<file path="config.mk">
export PLATFORM = sky130hd
export DESIGN_NAME = link_framer
export DESIGN_NICKNAME = d
export VERILOG_FILES = /design/src/rtl/link_framer_pkg.sv /design/src/rtl/link_fifo.sv /design/src/rtl/link_framer.sv
export SDC_FILE = /design/constraint.sdc
export NUM_CORES = 2
export LEC_CHECK = 0
export CORE_ASPECT_RATIO = 0.5
export CORE_MARGIN = 3
export CORE_UTILIZATION = 35
export CTS_CLUSTER_DIAMETER = 100
export DETAILED_ROUTE_END_ITERATION = 8
export SYNTH_ARGS = -nofsm -noshare
export SYNTH_HDL_FRONTEND = slang
export SYNTH_SLANG_ARGS = --single-unit
</file>
<file path="constraint.sdc">
create_clock -name clk -period 6.3 [get_ports clk]
set_input_delay 0.63 -clock clk [delete_from_list [all_inputs] [get_ports clk]]
set_output_delay 0.63 -clock clk [all_outputs]
set_load 0.03 [all_outputs]
</file>
<file path="src/rtl/link_framer_pkg.sv">
// Shared constants, FIFO tag codes, link word-type codes and framer state for link_framer.
package link_framer_pkg;

    localparam int FIFO_AW     = 6;
    localparam int DAT_W       = 52;
    localparam int CNT_W       = 8;
    localparam int ENTRY_W     = DAT_W + 2;
    localparam int FIFO_DEPTH  = 1 << FIFO_AW;
    localparam int DATA_LIMIT  = FIFO_DEPTH - 2;
    localparam int DROP_BIT    = 3;

    localparam logic [1:0] TAG_DATA  = 2'b00;
    localparam logic [1:0] TAG_SOE   = 2'b01;
    localparam logic [1:0] TAG_EOE   = 2'b10;
    localparam logic [1:0] TAG_EOSOE = 2'b11;

    localparam logic [1:0] WT_HDR = 2'b10;
    localparam logic [1:0] WT_DAT = 2'b01;
    localparam logic [1:0] WT_TRL = 2'b11;

    typedef enum logic [1:0] {ST_IDLE, ST_HDR, ST_DATA, ST_TRL} state_e;

    // Marker entries carry the BX in [2:0] and the closing event's drop flag in DROP_BIT.
    function automatic logic [DAT_W-1:0] marker_payload(input logic [2:0] bx, input logic drop);
        logic [DAT_W-1:0] p;
        p           = '0;
        p[2:0]      = bx;
        p[DROP_BIT] = drop;
        return p;
    endfunction

endpackage

</file>
<file path="src/rtl/link_fifo.sv">
// Synchronous FIFO with a registered head slot; level counts every entry not yet popped,
// including the one already presented on rd_data_o.
module link_fifo
    import link_framer_pkg::*;
#(
    parameter int AW = FIFO_AW,
    parameter int W  = ENTRY_W
) (
    input  logic          clk,
    input  logic          reset,
    input  logic          wr_en_i,
    input  logic [W-1:0]  wr_data_i,
    input  logic          rd_en_i,
    output logic [W-1:0]  rd_data_o,
    output logic          rd_valid_o,
    output logic [AW:0]   level_o,
    output logic          full_o
);

    localparam int DEPTH = 1 << AW;

    logic [W-1:0]  mem_q [DEPTH];
    logic [AW-1:0] wptr_q, rptr_q;
    logic [AW:0]   level_q, mem_cnt;
    logic [W-1:0]  rd_data_q;
    logic          rd_valid_q;
    logic          wr_ok, pop, refill;

    assign full_o     = (level_q == (AW+1)'(DEPTH));
    assign wr_ok      = wr_en_i && !full_o;
    assign pop        = rd_en_i && rd_valid_q;
    assign mem_cnt    = level_q - (AW+1)'(rd_valid_q);
    assign refill     = (mem_cnt != '0) && (!rd_valid_q || pop);
    assign rd_data_o  = rd_data_q;
    assign rd_valid_o = rd_valid_q;
    assign level_o    = level_q;

    // NOTE: the storage array has no reset; pointers and level alone define what is valid.
    always_ff @(posedge clk) begin
        if (wr_ok) mem_q[wptr_q] <= wr_data_i;
    end

    always_ff @(posedge clk or posedge reset) begin
        if (reset) begin
            wptr_q     <= '0;
            rptr_q     <= '0;
            level_q    <= '0;
            rd_data_q  <= '0;
            rd_valid_q <= 1'b0;
        end else begin
            if (wr_ok) wptr_q <= wptr_q + AW'(1);
            if (refill) begin
                rd_data_q <= mem_q[rptr_q];
                rptr_q    <= rptr_q + AW'(1);
            end
            if (refill)   rd_valid_q <= 1'b1;
            else if (pop) rd_valid_q <= 1'b0;
            level_q <= level_q + (AW+1)'(wr_ok) - (AW+1)'(pop);
        end
    end

endmodule

</file>
<file path="src/rtl/link_framer.sv">
// Frames the per-BX readout stream into HEADER / DATA / TRAILER 64-bit link words,
// buffered through link_fifo against link backpressure.
module link_framer
    import link_framer_pkg::*;
(
    input  logic               clk,
    input  logic               reset,
    input  logic               new_event,
    input  logic [2:0]         BX,
    input  logic [DAT_W-1:0]   mem_dat_stream,
    input  logic               valid,
    input  logic               none,
    output logic [63:0]        link_data,
    output logic               link_valid,
    input  logic               link_ready,
    output logic               overflow,
    output logic [FIFO_AW:0]   fifo_level
);

    logic               evt_open_q, evt_drop_q, overflow_q;
    logic               wr_en, drop_now, fifo_full;
    logic [ENTRY_W-1:0] wr_data;

    // NOTE: every always_comb output gets a default first so no path leaves a latch behind.
    always_comb begin
        wr_en    = 1'b0;
        wr_data  = '0;
        drop_now = 1'b0;
        if (new_event) begin
            wr_en    = 1'b1;
            drop_now = valid && evt_open_q;
            wr_data  = {evt_open_q ? TAG_EOSOE : TAG_SOE, marker_payload(BX, evt_drop_q || drop_now)};
        end else if (none && evt_open_q) begin
            wr_en    = 1'b1;
            drop_now = valid;
            wr_data  = {TAG_EOE, marker_payload(3'b000, evt_drop_q || drop_now)};
        end else if (valid && evt_open_q) begin
            if (fifo_level < (FIFO_AW+1)'(DATA_LIMIT)) begin
                wr_en   = 1'b1;
                wr_data = {TAG_DATA, mem_dat_stream};
            end else begin
                drop_now = 1'b1;
            end
        end
    end

    always_ff @(posedge clk or posedge reset) begin
        if (reset) begin
            evt_open_q <= 1'b0;
            evt_drop_q <= 1'b0;
            overflow_q <= 1'b0;
        end else begin
            if (drop_now || (wr_en && fifo_full)) overflow_q <= 1'b1;
            if (new_event) begin
                evt_open_q <= 1'b1;
                evt_drop_q <= 1'b0;
            end else if (none && evt_open_q) begin
                evt_open_q <= 1'b0;
                evt_drop_q <= 1'b0;
            end else if (drop_now) begin
                evt_drop_q <= 1'b1;
            end
        end
    end

    logic [ENTRY_W-1:0] head;
    logic               head_valid, out_free, consume;
    logic [1:0]         head_tag;
    logic [DAT_W-1:0]   head_pay;

    state_e             state_q;
    logic [63:0]        link_data_q;
    logic               link_valid_q, reopen_q;
    logic [CNT_W-1:0]   cnt_q;
    logic [DAT_W-1:0]   chk_q;
    logic [2:0]         bx_q;

    link_fifo u_fifo (
        .clk        (clk),
        .reset      (reset),
        .wr_en_i    (wr_en),
        .wr_data_i  (wr_data),
        .rd_en_i    (consume),
        .rd_data_o  (head),
        .rd_valid_o (head_valid),
        .level_o    (fifo_level),
        .full_o     (fifo_full)
    );

    assign head_tag = head[ENTRY_W-1 -: 2];
    assign head_pay = head[DAT_W-1:0];
    assign out_free = !link_valid_q || link_ready;
    // A combined EOE+SOE entry yields two words; the header half is emitted without a pop.
    assign consume  = out_free && head_valid && !(state_q == ST_TRL && reopen_q);

    always_ff @(posedge clk or posedge reset) begin
        if (reset) begin
            state_q      <= ST_IDLE;
            link_data_q  <= '0;
            link_valid_q <= 1'b0;
            reopen_q     <= 1'b0;
            cnt_q        <= '0;
            chk_q        <= '0;
            bx_q         <= '0;
        end else if (out_free) begin
            link_valid_q <= 1'b0;
            case (state_q)
                ST_HDR, ST_DATA: begin
                    if (head_valid && head_tag == TAG_DATA) begin
                        link_data_q  <= {WT_DAT, 10'b0, head_pay};
                        link_valid_q <= 1'b1;
                        cnt_q        <= (cnt_q == '1) ? cnt_q : cnt_q + CNT_W'(1);
                        chk_q        <= chk_q ^ head_pay;
                        state_q      <= ST_DATA;
                    end else if (head_valid && (head_tag == TAG_EOE || head_tag == TAG_EOSOE)) begin
                        link_data_q  <= {WT_TRL, head_pay[DROP_BIT], 1'b0, chk_q, cnt_q};
                        link_valid_q <= 1'b1;
                        cnt_q        <= '0;
                        chk_q        <= '0;
                        reopen_q     <= (head_tag == TAG_EOSOE);
                        bx_q         <= head_pay[2:0];
                        state_q      <= ST_TRL;
                    end
                end
                default: begin
                    if (state_q == ST_TRL && reopen_q) begin
                        link_data_q  <= {WT_HDR, 59'b0, bx_q};
                        link_valid_q <= 1'b1;
                        reopen_q     <= 1'b0;
                        state_q      <= ST_HDR;
                    end else if (head_valid && head_tag == TAG_SOE) begin
                        link_data_q  <= {WT_HDR, 59'b0, head_pay[2:0]};
                        link_valid_q <= 1'b1;
                        state_q      <= ST_HDR;
                    end else begin
                        state_q      <= ST_IDLE;
                    end
                end
            endcase
        end
    end

    assign link_data  = link_data_q;
    assign link_valid = link_valid_q;
    assign overflow   = overflow_q;

endmodule

</file>
# Word-level counts from Yosys, hierarchy flattened
# Memory sizes are Yosys's and may differ from the RTL's. A register that Yosys moved wholly into a read port is not among the register bits.
# Index checks and enable logic that the tools add are counted.
[totals]
reg_bits = 154
latchBits = 0
mem_bits_rw = 3456
mem_bits_ro = 0
output_inout_bits = 73
word_cells = 119
mem_count = 1
[memory_table]
columns = ["name", "words", "word_bits", "rd", "rd_clocked_by_memory_dff", "write_ports", "line", "rtl"]
rows = [
  ["u_fifo.mem_q", 64, 54, 1, 1, 1, "link_fifo.sv:22", "logic [W-1:0] mem_q [DEPTH];"],
]
[op_classes]
addsub = 6
n_mul = 0
n_div = 0
n_lt_le_gt_ge = 1
eq_ne = 12
shift = 0
muxes = 46
n_bitwise = 2
reduce_logical = 37
[ops]
columns = ["operator", "n"]
rows = [
  ["$mux 64", 5],
  ["$mux 52", 4],
  ["$mux 54", 2],
  ["$xor 52x52->52", 1],
  ["$mux 1", 28],
  ["$mux 8", 3],
  ["$sub 7x1->7", 2],
  ["$add 6x1->6 const B", 2],
  ["$logic_and 1x1->1", 12],
  ["$reduce_and 4->1", 3],
  ["$add 8x1->8 const B", 1],
  ["$eq 2x2->1 const B", 4],
  ["$eq 8x8->1 const B", 1],
  ["$mux 2", 4],
  ["$reduce_bool 2->1", 4],
  ["$add 7x1->7", 1],
  ["$eq 7x7->1 const B", 1],
  ["$lt 7x6->1 const B", 1],
  ["$reduce_bool 7->1", 1],
  ["$logic_or 1x1->1", 6],
  ["$ne 2x2->1 const B", 3],
  ["$reduce_and 3->1", 2],
  ["$reduce_bool 3->1", 2],
  ["$eq 2x1->1 const B", 2],
  ["other kinds (6)", 9],
]

# Depth between registers and ports, before layout
[logic_depth]
word_depth = 8
ltp_mapped = 13

# Hierarchy
# Synthesis repeated with hierarchy kept, for this count alone.
[hier_totals]
hier_cells = 7123
hier_area_um2 = 142987.1
[modules_own_cells]
columns = ["mod", "instances", "cells_per_inst", "area_per_inst_um2", "seq_area_each_um2"]
rows = [
  ["link_fifo", 1, 6354, 135849.0, 105631.3],
  ["link_framer", 1, 769, 7138.1, 3328.2],
]

# Least setup slack after synthesis
# OpenSTA, ideal clock, no wires.
[synth_path]
path_kind = "reg-to-reg"
start = "reg u_fifo.level_q[6] (netlist: u_fifo.level_o[6])"
end = "mem u_fifo.mem_q[59][0] (netlist name) (enable)"
setup_time_ns = 0.466
arrival_time_ns = 4.373
required_ns = 5.834
slack_ns = 1.461
path_stages_with_launch = 9
n_path_buf = 0
synth_period_minus_slack_ns = 4.839
cell_sequence = "dfrtp_1 > inv_1 > ha_1 > a31oi_1 > nand3_1 > a21oi_1 > nor2b_1 > nand3_1 > nor2_1"
[synth_via]
elab_chain_cells = 8
[synth_rtl]
columns = ["item", "line", "rtl"]
rows = [
  ["start: declaration", "link_fifo.sv:24", "logic [AW:0] level_q, mem_cnt;"],
  ["start signal: assignment", "link_fifo.sv:58", "level_q <= level_q + (AW+1)'(wr_ok) - (AW+1)'(pop);"],
  ["$lt 7x6->1", "link_framer.sv:38", "if (fifo_level < (FIFO_AW+1)'(DATA_LIMIT)) begin"],
  ["$mux 1", "link_framer.sv:38", ""],
  ["$mux 1", "link_framer.sv:37", "end else if (valid && evt_open_q) begin"],
  ["$mux 1", "link_framer.sv:33", "end else if (none && evt_open_q) begin"],
  ["$mux 1", "link_framer.sv:29", "if (new_event) begin"],
  ["$logic_and 1x1->1 (*)", "link_fifo.sv:30", "assign wr_ok = wr_en_i && !full_o;"],
  ["$mux 1 (*)", "link_fifo.sv:40", "if (wr_ok) mem_q[wptr_q] <= wr_data_i;"],
  ["$mux 1 (not written as such) (*)", "link_fifo.sv:40", ""],
  ["end: declaration", "link_fifo.sv:22", ""],
]
# Every way passes the cells marked *; elsewhere a longest branch is shown, timed or not.

# Worst setup path in the final report
[layout_path]
start = "reg u_fifo.level_q[3] (netlist: u_fifo.level_o[3])"
end = "mem u_fifo.mem_q[53][14] (netlist name) (enable)"
# Same word-level chain as after synthesis.

==> run_summary.xml <==
<?xml version="1.0" encoding="UTF-8"?>
<metrics>
  <group name="cells_and_area">
    <metric name="final_nets" unit="">7396</metric>
    <metric name="syn2layout_area_growth" unit="%">14.42</metric>
    <metric name="post_route_cells_drive_above_1_share" unit="">0.2153</metric>
    <metric name="post-route-util" unit="">0.4038</metric>
  </group>
  <group name="worst_hold_path">
    <metric name="min-delay-path-class" unit="">in2async</metric>
  </group>
  <group name="sta">
    <metric name="maxClockFrequency" unit="MHz">220.5</metric>
    <metric name="final_max_slew_viol_count" unit="">0</metric>
    <metric name="setup_total_negative_slack" unit="ps">0</metric>
    <metric name="worst_clock_skew" unit="ps">65.89</metric>
    <metric name="slew_headroom" unit="">0.08849</metric>
    <metric name="setup_viol_count_final" unit="">0</metric>
    <metric name="worst_pin_slew" unit="ps">1364</metric>
    <metric name="rsz0062_at_grt" unit="">false</metric>
    <metric name="final_period_minus_worst_setup_slack" unit="ps">4534</metric>
    <metric name="layout_worst_path_cycle_share" unit="">0.7197</metric>
    <metric name="hold_violation_total_from_the_final_report" unit="">0</metric>
  </group>
  <group name="yosys">
    <metric name="postSynthCellCount" unit="">6938</metric>
    <metric name="synth_top_area_frac" unit="">0.7334</metric>
    <metric name="synthArstFlopShare" unit="">0.05651</metric>
    <metric name="synth_area_leader_cell" unit="">sky130_fd_sc_hd__edfxtp_1</metric>
    <metric name="synth_cell_type_count" unit="">58</metric>
    <metric name="synth_seq_area_share" unit="">0.7700</metric>
    <metric name="syn-num-nets" unit="">7020</metric>
    <metric name="synth_enable_flop_cells" unit="">3456</metric>
    <metric name="synth_ff_type" unit="">sky130_fd_sc_hd__edfxtp_1</metric>
    <metric name="top_post_synthesis_cells_by_area" unit="">sky130_fd_sc_hd__edfxtp_1 73%, sky130_fd_sc_hd__mux4_2 10%, sky130_fd_sc_hd__mux2i_1 4.4%</metric>
    <metric name="yosys.cell_count.top_type" unit="">sky130_fd_sc_hd__edfxtp_1</metric>
    <metric name="synth.top_cells.by_count" unit="">3456 x sky130_fd_sc_hd__edfxtp_1, 633 x sky130_fd_sc_hd__mux4_2, 626 x sky130_fd_sc_hd__mux2i_1</metric>
    <metric name="synth_seq_cells" unit="">3663</metric>
    <metric name="synth_area_per_cell" unit="µm²">20.40</metric>
    <metric name="ys_warn_count" unit="">0</metric>
    <metric name="synth.cell_area" unit="µm²">141500</metric>
  </group>
  <group name="run_status">
    <metric name="run_status" unit="">finished, final reports clean</metric>
  </group>
  <group name="setup_path">
    <metric name="critPathRequiredTime" unit="ps">6800</metric>
    <metric name="worstSetupEndpoint" unit="">u_fifo.mem_q[53][14]</metric>
    <metric name="worst_path_dominant_cell_family" unit="">simple AND/OR/NAND/NOR gates</metric>
    <metric name="setup.worst_path.end_class" unit="">register</metric>
    <metric name="worst_path_largest_cell_delay" unit="ps">850</metric>
    <metric name="slowest_stage" unit="">sky130_fd_sc_hd__a21oi_1</metric>
    <metric name="critical_path_cell_count" unit="">8</metric>
    <metric name="crit_type" unit="">reg2reg</metric>
    <metric name="regToRegEndpoint" unit="">u_fifo.mem_q[53][14]</metric>
    <metric name="cp-startpoint" unit="">u_fifo.level_o[3]</metric>
    <metric name="critical_path.max_fanout" unit="">44</metric>
    <metric name="path_cells" unit="">ha_1 &gt; a31oi_1 &gt; nand3_1 &gt; a21oi_1 &gt; and2_1 &gt; nand2_1 &gt; nor2_4 &gt; buf_4</metric>
    <metric name="worstRegToRegCells" unit="">8</metric>
    <metric name="critical_path.n_buffers_inverters" unit="">1</metric>
    <metric name="reg2reg_setup_slack" unit="ps">1770</metric>
    <metric name="worst_r2r_startpoint" unit="">u_fifo.level_o[3]</metric>
    <metric name="critical_path.startpoint_type" unit="">register</metric>
    <metric name="worst-endpoint-arrival" unit="ps">5040</metric>
  </group>
  <group name="drt">
    <metric name="finalWirelength" unit="mm">409.0</metric>
    <metric name="wl_per_instance" unit="µm">31.47</metric>
    <metric name="routed-wl-met3" unit="mm">32.80</metric>
    <metric name="post_route_ant_nets" unit="">0</metric>
    <metric name="dr_total_vias" unit="">72860</metric>
    <metric name="met2_length" unit="mm">192.1</metric>
    <metric name="routedLengthMet1" unit="mm">170.5</metric>
    <metric name="drt_iter0_drc" unit="">10540</metric>
    <metric name="drc" unit="">0</metric>
    <metric name="routed.top_layer" unit="">met5</metric>
    <metric name="vias_per_cell" unit="">5.607</metric>
    <metric name="drt_pass1_iterations" unit="">6</metric>
  </group>
  <group name="power">
    <metric name="peakVddDrop" unit="µV">450.1</metric>
    <metric name="total_leakage_power" unit="nW">52.72</metric>
    <metric name="p_per_area" unit="nW/µm²">460.7</metric>
  </group>
  <group name="clock_tree">
    <metric name="post_cts.resized_instances" unit="">0</metric>
    <metric name="clock-sinks" unit="">3663</metric>
    <metric name="cts_hold_buffers" unit="">0</metric>
    <metric name="clk_root_buffer_cell" unit="">sky130_fd_sc_hd__clkbuf_16</metric>
    <metric name="postCtsSetupRepairBufs" unit="">0</metric>
    <metric name="clock_buffer_count_from_cts" unit="">350</metric>
    <metric name="cts_tree" unit="">built</metric>
    <metric name="clkTransAtPathRegs" unit="ps">60</metric>
    <metric name="clock_tree.buffer_depth" unit="">4</metric>
    <metric name="worstSkewPairLatency" unit="ps">910</metric>
    <metric name="cts_max_level" unit="">5</metric>
  </group>
  <group name="global_route">
    <metric name="first_global_vias" unit="">71310</metric>
    <metric name="grt_overflow" unit="">0</metric>
    <metric name="grt_first_pass_wirelength" unit="mm">567.7</metric>
    <metric name="initial_antenna_violation_count" unit="">21</metric>
    <metric name="grt_max_degree" unit="">125</metric>
    <metric name="grtUsageTotal" unit="">0.1917</metric>
  </group>
  <group name="floorplanning">
    <metric name="floorplan.die.height" unit="µm">455.6</metric>
    <metric name="chipWidth" unit="µm">905.2</metric>
    <metric name="die_area" unit="µm²">412400</metric>
    <metric name="start_util" unit="">0.3529</metric>
    <metric name="rows" unit="">164</metric>
    <metric name="ios" unit="">134</metric>
    <metric name="area_of_the_placeable_core" unit="µm²">401000</metric>
  </group>
  <group name="placement">
    <metric name="routabilityCongestion" unit="">0.8353</metric>
    <metric name="place.port_buffers" unit="">132</metric>
    <metric name="place_hpwl" unit="mm">241.6</metric>
  </group>
  <group name="job">
    <metric name="drv.max_cap_violation_count" unit="">0</metric>
  </group>
</metrics>
flip-flops by register name, indices dropped and copies added, names as in the netlist:
name	count
overflow	1
u_fifo.mem_q	3456
u_fifo.wptr_q	6
bx_q	3
u_fifo.level_o	7
link_valid	1
chk_q	52
link_data	63
u_fifo.rd_data_o	54
evt_drop_q	1
state_q	2
evt_open_q	1
reopen_q	1
u_fifo.rptr_q	6
u_fifo.rd_valid_o	1
cnt_q	8
stage by stage:
step | cell area, µm² | total power [mW] | hold slack, ps | instances | setup WS [ps]
after global placement | 151100 | 54.84 | 461.9 | 12360 | 1581
after CTS | 161900 | 75.02 | 353.0 | 12990 | 1783
final | 161900 | 74.60 | 393.5 | 13000 | 1766
after detailed placement | 151100 | 54.95 | 460.6 | 12360 | 1601
after global routing | 161900 | 77.03 | 382.5 | 12990 | 1713
after floorplan | 141500 | 44.59 | 466.5 | 6938 | 17.52
worst min-delay path by stage:
stage / end / slack [ps] / cells past startpoint
global placement: link_data[62] / 460 / 2
global route: u_fifo.mem_q[5][52] / 380 / 1
floorplan: state_q[1] / 470 / 2
CTS: evt_open_q / 350 / 3
finish: link_data[3] / 390 / 2
detailed placement: overflow / 460 / 1
area by class of cell:
class | instances | area, µm²
Clock inverter | 172 | 1363
Multi-Input combinational cell | 2846 | 31080
Inverter | 19 | 91.34
Tap cell | 5395 | 6750
Fill cell | 35250 | 239000
Clock buffer | 461 | 9427
Timing Repair Buffer | 434 | 4209
Antenna cell | 5 | 12.51
Sequential cell | 3663 | 109000
placed cells by master (no fill, tap or decap), drive strengths merged, types with 57 or more instances in the layout:
master,count
a21oi,164
a221oi,63
a22oi,138
and2,57
buf,303
clkbuf,461
clkdlybuf4s50,131
clkinv,137
dfrtp,207
edfxtp,3456
mux2,72
mux2i,626
mux4,633
nand2,265
nor2,178
o21ai,204
o221ai,69
xor2,60
power by group:
part	internal, mW	total, mW	leakage, nW	switching (mW)
logic	8.98	24.6	13.2	15.6
clock network	11.3	20.2	5.28	8.97
registers	28.5	29.8	34.3	1.29
total	48.7	74.6	52.7	25.9
worst reg2reg max path: cells and delay by family, from the launching register on:
kind | cells | cell delay, ps
adder cells (fa/ha/maj) | 1 | 250
flip-flops | 1 | 460
buffers and inverters | 1 | 770
AND/OR/NAND/NOR | 4 | 1420
AO/OA/AOI/OAI | 2 | 1230
layer usage:
metal / GRT usage / vias up
met5: 0 / -
met4: 0.05626 / 2
met3: 0.02597 / 574
met2: 0.3052 / 3553
met1: 0.2769 / 39400
li1: - / 29330
kinds of logic (layout without fill, tap and decap cells):
kind of cell	after synthesis	after routing	synth area share
XOR/XNOR	73	73	0.004518
flip-flops	3663	3663	0.7700
buffers and inverters	429	1086	0.01543
AND/OR/NAND/NOR	595	595	0.01822
adder cells (fa/ha/maj)	21	21	0.001910
other	1	6	0.00002650
AO/OA/AOI/OAI	825	825	0.03913
multiplexers	1331	1331	0.1508
Power figures use the tool's default switching activity.
